File: src/rtl/id_ex_reg.sv
// ID/EX pipeline register: captures decode-stage fields for EX, with bubble, hold and WB refresh.
// Optional build macro ID_EX_BUBBLE_CNT_EN adds a 32-bit bubble_cnt output counting inserted bubbles.
module id_ex_reg #(
    parameter int DW = 32,
    parameter int TW = 2
) (
    input  logic          clk,
    input  logic          reset,
    input  logic          stall_clr,
    input  logic          hold,
    input  logic          valid_1,
    input  logic [DW-1:0] PC_1,
    input  logic [DW-1:0] regRD1_1,
    input  logic [DW-1:0] regRD2_1,
    input  logic [DW-1:0] imm_1,
    input  logic [5:0]    op_1,
    input  logic [5:0]    func_1,
    input  logic [4:0]    rs_1,
    input  logic [4:0]    rt_1,
    input  logic [4:0]    A3_1,
    input  logic [TW-1:0] Tnew_1,
    input  logic          regWE_4,
    input  logic [4:0]    A3_4,
    input  logic [DW-1:0] WD_4,
`ifdef ID_EX_BUBBLE_CNT_EN
    output logic [31:0]   bubble_cnt,
`endif
    output logic          valid_2,
    output logic [DW-1:0] PC_2,
    output logic [DW-1:0] regRD1_2,
    output logic [DW-1:0] regRD2_2,
    output logic [DW-1:0] imm_2,
    output logic [5:0]    op_2,
    output logic [5:0]    func_2,
    output logic [4:0]    rs_2,
    output logic [4:0]    rt_2,
    output logic [4:0]    A3_2,
    output logic [TW-1:0] Tnew_2
);

    // Slot protocol: valid_1/valid_2 mark a real instruction in the ID/EX slot. There is
    // no ready; hold is the only backpressure and freezes the slot regardless of stall_clr.
    logic          wb_hit;
    logic [TW-1:0] tnew_next;

    assign wb_hit    = valid_2 && regWE_4 && (A3_4 != 5'd0);
    assign tnew_next = (!valid_1 || Tnew_1 == '0) ? '0 : Tnew_1 - TW'(1);

    always_ff @(posedge clk) begin
        if (reset || (stall_clr && !hold)) begin
            // Reset and bubble share the all-zero NOP pattern; A3_2 = 0 never forwards.
            valid_2  <= 1'b0;
            PC_2     <= '0;
            regRD1_2 <= '0;
            regRD2_2 <= '0;
            imm_2    <= '0;
            op_2     <= '0;
            func_2   <= '0;
            rs_2     <= '0;
            rt_2     <= '0;
            A3_2     <= '0;
            Tnew_2   <= '0;
        end else if (hold) begin
            if (wb_hit && A3_4 == rs_2) regRD1_2 <= WD_4;
            if (wb_hit && A3_4 == rt_2) regRD2_2 <= WD_4;
        end else begin
            valid_2  <= valid_1;
            PC_2     <= PC_1;
            regRD1_2 <= regRD1_1;
            regRD2_2 <= regRD2_1;
            imm_2    <= imm_1;
            op_2     <= op_1;
            func_2   <= func_1;
            rs_2     <= rs_1;
            rt_2     <= rt_1;
            A3_2     <= A3_1;
            Tnew_2   <= tnew_next;
        end
    end

`ifdef ID_EX_BUBBLE_CNT_EN
    always_ff @(posedge clk) begin
        if (reset) begin
            bubble_cnt <= '0;
        end else if (stall_clr && !hold) begin
            bubble_cnt <= bubble_cnt + 32'd1;
        end
    end
`endif

endmodule
File: config.mk
export PLATFORM = sky130hd
export DESIGN_NAME = id_ex_reg
export DESIGN_NICKNAME = d
export VERILOG_FILES = /design/src/rtl/id_ex_reg.sv
export SDC_FILE = /design/constraint.sdc
export NUM_CORES = 1
export LEC_CHECK = 0
export ABC_AREA = 1
export CORE_AREA = 2 2 138 140
export DETAILED_ROUTE_END_ITERATION = 8
export DIE_AREA = 0 0 140 142
export PLACE_DENSITY = 0.77
export SLEW_MARGIN = 20
export SYNTH_ARGS = -nofsm -noshare
export SYNTH_HDL_FRONTEND = slang
export SYNTH_SLANG_ARGS = --single-unit
File: constraint.sdc
create_clock -name clk -period 2.3 [get_ports clk]
set_input_delay 0.46 -clock clk [delete_from_list [all_inputs] [get_ports clk]]
set_output_delay 0.46 -clock clk [all_outputs]
set_load 0.01 [all_outputs]
==> results.toml, run 1 <==
[global_routing]
grtUsageTotal_pct = 22.58
grt_pass1_vias = 7067
grt_max_degree = 95
grt_overflow = 0
antenna_found_initial = 1
grt_pass1_wl_um = 35780

[routing]
route.detailed.drc = 25
wl_per_cell_um = 14.52
wl_met2_um = 11310
wirelength_um = 23330
viasPerCell = 4.684
wirelength_met1_um = 9159
drt_iter0_markers = 395
ant_nets = 0
maxUsedRoutingLayer = "met5"
drt_first_pass_iters = 9
via_count = 7527
wl_met3_um = 2323

[clock_tree]
cts_hold_buffers = 0
post-cts-setup-buffer-count = 0
cts_buffer_depth = 2
clockRootBuffer = "clkbuf_16"
clk_pin_slew_ns = 0.06
cts_sinks = 158
cts_inserted_buffers = 17
ctsResizeCount = 0
clk_latency_ns = 0.42
cts-htree-levels = 4
tritoncts = "done"

[power]
ir_drop_mv = 0.4842
p_leak_nw = 4.796
p_total_mw = 7.258
powerDensity_nw_per_um2 = 645.6

[hold_path]
hold_start = "hold"
min_delay_path_depth = 3
hold_class = "input pin to register"
hold-path-endpoint = "regRD1_2[31]$_SDFFE_PP0P_"

[timing]
period_minus_slack_ns = 1.923
hold_ws_ns = 0.3957
postLayoutSetupSlackWorst_ns = 0.3771
setup_viol = 0
setup_tns_ns = 0
fmax_mhz = 520.0
rsz0062_at_grt = "false"
post-route-period-util_pct = 83.60
hold_viol = 0
skew_ns = 0.006901
tightest_slew_ns = 0.4542
slew_viol_final = 0
maxSlewHeadroom_pct = 69.72

[cells_and_area]
fin_area_sq_um = 11240
fin_nets = 1561
nFillCells = 1673
layout-drive-gt1-share_pct = 3.860
syn_to_final_growth_pct = 62.07
fin_util_pct = 60.92
final_common_cell = "nand2_1"
final_cell_mix = "nand2_1 (427), clkdlybuf4s50_1 (356), dfxtp_1 (158), a21oi_1 (158), inv_1 (76)"
final_cell_count_no_fill = 1607
diodes = 0

[outcome]
violations = "design-rule violations"
status = "finished, violations left"

[critical_path]
crit_required_ns = 1.84
start_kind = "register"
reg2reg_setup_slack_ns = 0.81
path_max_fanout = 4
path_buf_inv = 1
path_depth = 1
regToRegEndpoint = "regRD2_2[15]$_SDFFE_PP0P_"
crit_path_end_kind = "output port"
critPathSlowestCell = "clkdlybuf4s50_1"
worstPathCellList = "clkdlybuf4s50_1"
timing.rr.start = "rt_2[1]$_SDFFE_PP0N_"
rr_worst_depth = 10
cp.arrival_ns = 1.46
cp_top_family = "buffers and inverters"
cpPeakStageDelay_ns = 0.63
crit_type = "register to output port"

[flow_run]
drv_cap = 0

[logic_synthesis]
synthesis.area_sq_um = 6937
synth_area_leaders = "dfxtp_1 (46%), nand2_1 (23%), a21oi_1 (11%)"
synth_fp_nets = 1246
ys_seq_elements = 158
synth.distinct_cells = 18
syn_area_per_cell_sq_um = 6.638
synth_top_cell_area_share_pct = 45.60
yosysSeqAreaShare_pct = 45.60
yosysTopAreaCell = "dfxtp_1"
syn_inst = 1045
yosys_warnings = 0

[die]
start_util_pct = 37.59
die_h_um = 142
rows = 50
dieWidth_um = 140
io_pins = 358
fp.coreArea_sq_um = 18460
dieArea_sq_um = 19880

[place]
pre_cts_ws_ns = 0.1715
dp_hpwl_um = 16600
placed_cell_area_sq_um = 10620
portBuffers = 357
dp.cells = 1575
gp_congestion = 0.8766
-- area by class of cell --
cell class	count	area [sq um]	share of cell area, %
Tap cell	234	292.8	2.604
Clock buffer	19	442.9	3.940
Clock inverter	13	175.2	1.558
Inverter	79	299.0	2.660
Timing Repair Buffer	370	3762	33.47
Sequential cell	158	3163	28.14
Multi-Input combinational cell	734	3107	27.64
-- routing by layer --
| metal | global-route usage [%] | vias to the layer above |
|---|---|---|
| met2 | 39.36 | 283 |
| li1 | - | 3876 |
| met1 | 25.36 | 3331 |
| met5 | 0 | - |
| met4 | 8.293 | 2 |
| met3 | 8.412 | 35 |
-- flip-flops by register name, indices dropped and copies added, names as in the netlist --
| name | cells |
|---|---|
| rs_2 | 5 |
| A3_2 | 5 |
| Tnew_2 | 2 |
| rt_2 | 5 |
| imm_2 | 32 |
| PC_2 | 32 |
| valid_2 | 1 |
| regRD1_2 | 32 |
| func_2 | 6 |
| regRD2_2 | 32 |
| op_2 | 6 |
-- cell usage after synthesis (all sizes together) --
cell type	count
nand2	429
inv	79
xnor2	3
clkbuf	19
ha	1
nand3b	1
dfxtp	158
buf	55
nand3	67
a21oi	159
xor2	2
nor2	72
-- how the worst max path moves through the flow --
| stage | start | endpoint | slack (ns) |
|---|---|---|---|
| after floorplan | A3_4[1] | regRD2_2[1]$_SDFFE_PP0P_ | 0.93 |
| after global placement | A3_4[4] | regRD2_2[17]$_SDFFE_PP0P_ | 0.26 |
| after global routing | rt_2[3]$_SDFFE_PP0N_ | rt_2[3] | 0.35 |
| after CTS | rt_2[3]$_SDFFE_PP0N_ | rt_2[3] | 0.36 |
| after detailed placement | A3_4[4] | regRD2_2[16]$_SDFFE_PP0P_ | 0.17 |
| final | rt_2[3]$_SDFFE_PP0N_ | rt_2[3] | 0.38 |
-- cells by family (layout without fill, tap and decap cells) --
family	after synthesis	in the layout	share of synthesized area (%)
and+or+nand+nor	569	569	32.34
AOI/OAI and AO/OA	159	159	11.47
DFF	158	158	45.60
buffers and inverters	153	481	9.776
xor gates and xnor gates	5	5	0.6314
adders and majority gates	1	1	0.1803
-- worst register-to-register path: cells and delay by family (launching register included) --
| kind | cells | cell delay [ns] |
|---|---|---|
| simple gates | 8 | 0.59 |
| buf+inv | 2 | 0.41 |
| flops | 1 | 0.40 |
-- power by group --
group          leakage (nW)  total, mW  switching [mW]  internal (mW)
registers              1.30       2.97          0.0798           2.89
logic                  3.20       1.32           0.590          0.735
clock network         0.296       2.97            1.21           1.76
total                  4.80       7.26            1.88           5.38
Power figures use the tool's default switching activity.
==> run 2, diff against run 1 <==
--- a/config.mk
+++ b/config.mk
@@ -6,9 +6,8 @@
 export NUM_CORES = 1
 export LEC_CHECK = 0
 export ABC_AREA = 1
-export CORE_AREA = 2 2 138 140
+export CORE_UTILIZATION = 36
 export DETAILED_ROUTE_END_ITERATION = 8
-export DIE_AREA = 0 0 140 142
 export PLACE_DENSITY = 0.77
 export SLEW_MARGIN = 20
 export SYNTH_ARGS = -nofsm -noshare
==> constraint.sdc (replaced) <==
create_clock -name clk -period 1.6 [get_ports clk]
set_input_delay 0.32 -clock clk [delete_from_list [all_inputs] [get_ports clk]]
set_output_delay 0.32 -clock clk [all_outputs]
set_load 0.01 [all_outputs]
==> results.toml, run 2 (synthesized netlist as in run 1, its figures left out) <==
[outcome]
status = "finished, final reports clean"

[timing]
tightest_slew_ns = 0.5150
rsz0062_at_grt = "false"
skew_ns = 0.006848
hold_ws_ns = 0.2045
setup_tns_ns = 0
period_minus_slack_ns = 1.483
maxSlewHeadroom_pct = 65.67
postLayoutSetupSlackWorst_ns = 0.1166
slew_viol_final = 0
post-route-period-util_pct = 92.72
setup_viol = 0
fmax_mhz = 674.1
hold_viol = 0

[die]
io_pins = 358
fp.coreArea_sq_um = 18770
dieArea_sq_um = 19830
start_util_pct = 36.96
rows = 50
die_h_um = 140.8
dieWidth_um = 140.8

[flow_run]
drv_cap = 0

[power]
p_total_mw = 10.31
powerDensity_nw_per_um2 = 921.7
ir_drop_mv = 0.7007
p_switching_mw = 2.834
internal_power_mw = 7.477
pwr-share-comb_pct = 17.3
switching_share_pct = 27.49
p_seq_share_pct = 41.2
p_leak_nw = 5.511
clkPwrFrac_pct = 41.4

[place]
dp.cells = 1588
portBuffers = 357
dp_hpwl_um = 16850
gp_congestion = 0.8431
pre_cts_ws_ns = -0.3026
placed_cell_area_sq_um = 10770

[cells_and_area]
final_cell_mix = "nand2_1 (427), clkdlybuf4s50_1 (198), dfxtp_1 (158), a21oi_1 (158), dlygate4sd2_1 (158)"
fin_nets = 1574
layout-drive-gt1-share_pct = 4.834
fin_util_pct = 59.61
nFillCells = 1757
fin_area_sq_um = 11190
final_common_cell = "nand2_1"
syn_to_final_growth_pct = 61.27
final_cell_count_no_fill = 1621

[routing]
viasPerCell = 4.650
via_count = 7537
drt_first_pass_iters = 5
wirelength_um = 22850
wl_per_cell_um = 14.10
route.detailed.drc = 0
drt_iter0_markers = 319
ant_nets = 0

[clock_tree]
tritoncts = "done"
clk_latency_ns = 0.42
ctsResizeCount = 158
post-cts-setup-buffer-count = 0
clk_pin_slew_ns = 0.07
cts_inserted_buffers = 17
cts_hold_buffers = 0
cts-htree-levels = 4
clockRootBuffer = "clkbuf_16"
cts_sinks = 158
cts_buffer_depth = 2

[global_routing]
grt_pass1_wl_um = 35540
grt_max_degree = 63
grt_overflow = 0
grtUsageTotal_pct = 22.69
antenna_found_initial = 1
grt_pass1_vias = 7109

[critical_path]
crit_required_ns = 1.28
regToRegEndpoint = "regRD1_2[19]$_SDFFE_PP0P_"
cpPeakStageDelay_ns = 0.40
crit_type = "register to output port"
cp_top_family = "flip-flops"
path_max_fanout = 4
timing.rr.start = "rs_2[1]$_SDFFE_PP0N_"
crit_path_end_kind = "output port"
reg2reg_setup_slack_ns = 0.23
critPathSlowestCell = "dfxtp_1"
path_buf_inv = 1
worstPathCellList = "dlygate4sd2_1"
rr_worst_depth = 8
cp.arrival_ns = 1.16
start_kind = "register"

[hold_path]
hold_class = "input pin to register"
hold_start = "hold"
hold-path-endpoint = "PC_2[31]$_SDFFE_PP0N_"
min_delay_path_depth = 3
## run 2: changes by cell type in the layout (fill, tap and decap cells not counted), moves of 2 or more
cell / delta
clkbuf_8: -2
inv_8: +6
buf_12: +4
clkinv_4: -2
dlygate4sd2_1: +158
clkdlybuf4s50_1: -158
buf_4: +9
## run 2: final cells by class
class	count	area (sq um)	area share [%]
clock inverter	15	187.7	1.678
clock buffer	17	425.4	3.803
multi-input combinational	734	3107	27.77
timing repair buffer	383	3710	33.16
antenna	1	2.502	0.02237
sequential	158	3163	28.27
tap	234	292.8	2.617
inverter	79	299.0	2.673
## run 2: worst max path at each step
| stage | startpoint | to | slack, ns | cells after the start |
|---|---|---|---|---|
| 4_1_cts | rt_2[1]$_SDFFE_PP0N_ | rt_2[1] | 0.08 | 1 |
| 2_1_floorplan | rs_2[0]$_SDFFE_PP0N_ | regRD1_2[25]$_SDFFE_PP0P_ | 0.31 | 7 |
| 5_1_grt | A3_4[0] | regRD1_2[14]$_SDFFE_PP0P_ | 0.05 | 10 |
| 6_report | rt_2[1]$_SDFFE_PP0N_ | rt_2[1] | 0.12 | 1 |
| 3_3_place_gp | A3_4[0] | regRD1_2[18]$_SDFFE_PP0P_ | -0.23 | 8 |
| 3_5_place_dp | A3_4[0] | regRD1_2[19]$_SDFFE_PP0P_ | -0.30 | 8 |
## run 2: power groups by stage
stage / Combinational, mW / Clock, mW / Sequential (mW)
final: 1.79 / 4.27 / 4.25
after CTS: 1.80 / 4.38 / 4.25
after global routing: 1.97 / 4.54 / 4.28
after detailed placement: 1.94 / 0 / 4.35
after global placement: 1.92 / 0 / 4.34
after floorplan: 0.689 / 0 / 4.44
## run 2: routing by layer
layer  track usage (%)  up-vias  part of all wire, %
li1                  -     3910                    -
met1             25.97     3331                   42
met2             39.20      267                   47
met3             8.390       29                  8.8
met4             7.037        0                  2.0
met5                 0        -                    0
==> run 3, diff against run 2 <==
--- a/config.mk
+++ b/config.mk
@@ -5,9 +5,10 @@
 export SDC_FILE = /design/constraint.sdc
 export NUM_CORES = 1
 export LEC_CHECK = 0
-export ABC_AREA = 1
+export ABC_AREA = 0
 export CORE_UTILIZATION = 36
 export DETAILED_ROUTE_END_ITERATION = 8
+export MAX_ROUTING_LAYER = met4
 export PLACE_DENSITY = 0.77
 export SLEW_MARGIN = 20
 export SYNTH_ARGS = -nofsm -noshare
==> results.toml, run 3 <==
[timing]
tightest_slew_ns = 0.3805
fmax_mhz = 650.2
hold_viol = 0
period_minus_slack_ns = 1.538
maxSlewHeadroom_pct = 74.59
slew_viol_final = 0
skew_ns = 0.01620
setup_viol = 0
post-route-period-util_pct = 96.12

[routing]
wl_per_cell_um = 19.01
drt_iter0_markers = 318
viasPerCell = 5.090
wirelength_um = 23570
drt_first_pass_iters = 6
route.detailed.drc = 0
via_count = 6311
ant_nets = 0

[global_routing]
grtUsageTotal_pct = 24.40
grt_pass1_vias = 6556
grt_overflow = 0
antenna_found_initial = 1
grt_max_degree = 48
grt_pass1_wl_um = 35650

[logic_synthesis]
synth_fp_nets = 826
ys_seq_elements = 158
syn_area_per_cell_sq_um = 11.00
yosysTopAreaCell = "dfxtp_1"
synthFlopType = "dfxtp_1"
synthArstFlopShare_pct = 0
yosysSeqAreaShare_pct = 46.01
yosys_warnings = 0
synthesis.area_sq_um = 6874
synth_area_leaders = "dfxtp_1 (46%), mux2i_1 (23%), a211oi_2 (11%)"
synth_common_cells = "dfxtp_1 (158), mux2i_1 (156), nor2_1 (94)"
synth_edf_count = 0
synth_most_common_cell = "dfxtp_1"
syn_inst = 625
synth_top_cell_area_share_pct = 46.01
synth.distinct_cells = 22

[hold_path]
hold_class = "register to register"

[place]
portBuffers = 357
gp_congestion = 0.7656
dp.cells = 1190
dp_hpwl_um = 16290
placed_cell_area_sq_um = 10900

[clock_tree]
clockRootBuffer = "clkbuf_16"
clk_pin_slew_ns = 0.07
cts-htree-levels = 4
cts_buffer_depth = 2
cts_sinks = 158
cts_inserted_buffers = 17
tritoncts = "done"
clk_latency_ns = 0.43

[die]
io_pins = 358
die_h_um = 140.2
dieWidth_um = 140.2
fp.coreArea_sq_um = 18710
start_util_pct = 36.75
rows = 50
dieArea_sq_um = 19650

[critical_path]
crit_path_end_kind = "register"
rr_worst_depth = 6
regToRegEndpoint = "regRD2_2[13]$_SDFFE_PP0P_"
cp.arrival_ns = 1.87
critical_path.endpoint = "regRD2_2[13]$_SDFFE_PP0P_"
reg2reg_setup_slack_ns = 0.06
start_kind = "register"
timing.rr.start = "rt_2[3]$_SDFFE_PP0N_"
cp-startpoint = "rt_2[3]$_SDFFE_PP0N_"
crit_type = "register to register"
crit_required_ns = 1.93
path_max_fanout = 14

[flow_run]
drv_cap = 0

[cells_and_area]
fin_area_sq_um = 11930
final_cell_mix = "clkdlybuf4s50_1 (193), dlygate4sd2_1 (158), mux2i_1 (156), dfxtp_1 (154), a211oi_2 (103)"
fin_nets = 1193
nFillCells = 1565
final_cell_count_no_fill = 1240
syn_to_final_growth_pct = 73.52
multiInputGateArea_sq_um = 3757
layout-drive-gt1-share_pct = 21.00
final_common_cell = "clkdlybuf4s50_1"
seqCellArea_sq_um = 3171

[power]
ir_drop_mv = 0.6847
powerDensity_nw_per_um2 = 920.4
p_leak_nw = 5.366

[outcome]
status = "finished, final reports clean"
run 3: changes by cell type in the layout (fill, tap and decap cells not counted), sizes merged, moves of 6 or more:
cell    change
mux2i     +156
a21o        +6
buf        +21
nor2       +22
a211oi    +128
nand3      -67
inv        -80
nand2     -428
a21oi     -157
clkbuf      +6
run 3: stage by stage:
| step | util, % | power (mW) | TNS (ns) | hold slack [ns] | setup slack, ns |
|---|---|---|---|---|---|
| floorplan | - | 5.294 | -7.523 | 0.4639 | -0.1344 |
| global placement | 58.27 | 6.487 | -42.74 | 0.4723 | -0.7105 |
| detailed placement | 58.27 | 6.519 | -45.06 | 0.4810 | -0.7740 |
| CTS | 62.96 | 11.03 | 0 | 0.4803 | 0.0001192 |
| global route | 63.77 | 11.38 | -0.009065 | 0.4861 | -0.009065 |
| finish | 63.77 | 10.98 | 0 | 0.4852 | 0.06209 |
run 3: critical path, stage by stage, from the launching register on:
cell	delay, ns
dfxtp_2	0.33
xor2_2	0.16
nor4_4	0.26
buf_6	0.18
buf_12	0.18
a211oi_2	0.10
a211oi_2	0.22
run 3: worst min path at each step:
stage / cells past startpoint / slack (ns) / from / endpoint
5_1_grt: 3 / 0.49 / imm_1[3] / imm_2[3]$_SDFFE_PP0N_
2_1_floorplan: 2 / 0.46 / A3_1[0] / A3_2[0]$_SDFFE_PP0N_
4_1_cts: 3 / 0.48 / PC_1[20] / PC_2[20]$_SDFFE_PP0N_
3_3_place_gp: 2 / 0.47 / imm_2[12]$_SDFFE_PP0N_ / imm_2[12]$_SDFFE_PP0N_
3_5_place_dp: 2 / 0.48 / Tnew_2[1]$_SDFFE_PP0N_ / Tnew_2[1]$_SDFFE_PP0N_
6_report: 2 / 0.49 / Tnew_2[1]$_SDFFE_PP0N_ / Tnew_2[1]$_SDFFE_PP0N_
run 3: layer usage:
| metal | up-vias | routed length [um] | track usage (%) |
|---|---|---|---|
| li1 | 3027 | - | - |
| met1 | 2983 | 9574 | 26.51 |
| met2 | 269 | 11780 | 42.53 |
| met3 | 32 | 1734 | 6.530 |
| met4 | 0 | 479 | 9.080 |
| met5 | - | 0 | - |
run 3: power by group:
part / switching [mW] / leakage (nW) / internal (mW)
sequential: 0.133 / 1.30 / 4.16
clock: 1.83 / 0.320 / 2.72
combinational: 0.973 / 3.75 / 1.17
total: 2.93 / 5.37 / 8.05
run 3: layout make-up:
type	instances	share of cell area (%)
timing repair buffer	406	33.85
multi-input combinational	406	31.50
sequential	158	26.58
clock buffer	18	3.682
tap	234	2.455
clock inverter	14	1.815
inverter	3	0.09441
antenna	1	0.02098
run 3: kinds of logic (layout without fill, tap and decap cells):
family          after synthesis  after routing  share of synthesized area (%)
mux                         156            156                          22.72
fa+ha+maj                     1              1                         0.1820
other cells                   0              1                              0
compound gates              135            138                          19.55
xor+xnor                     10             10                          1.274
simple gates                101            101                          5.952
flops                       158            158                          46.01
buf+inv                      64            441                          4.314
run 3: what timing repair did:
item,in CTS,in global routing
setup endpoints to repair,222,64
hold buffers,0,0
gates cloned,5,2
setup buffers,8,4
gates resized for setup,222,13
pin swaps,9,6
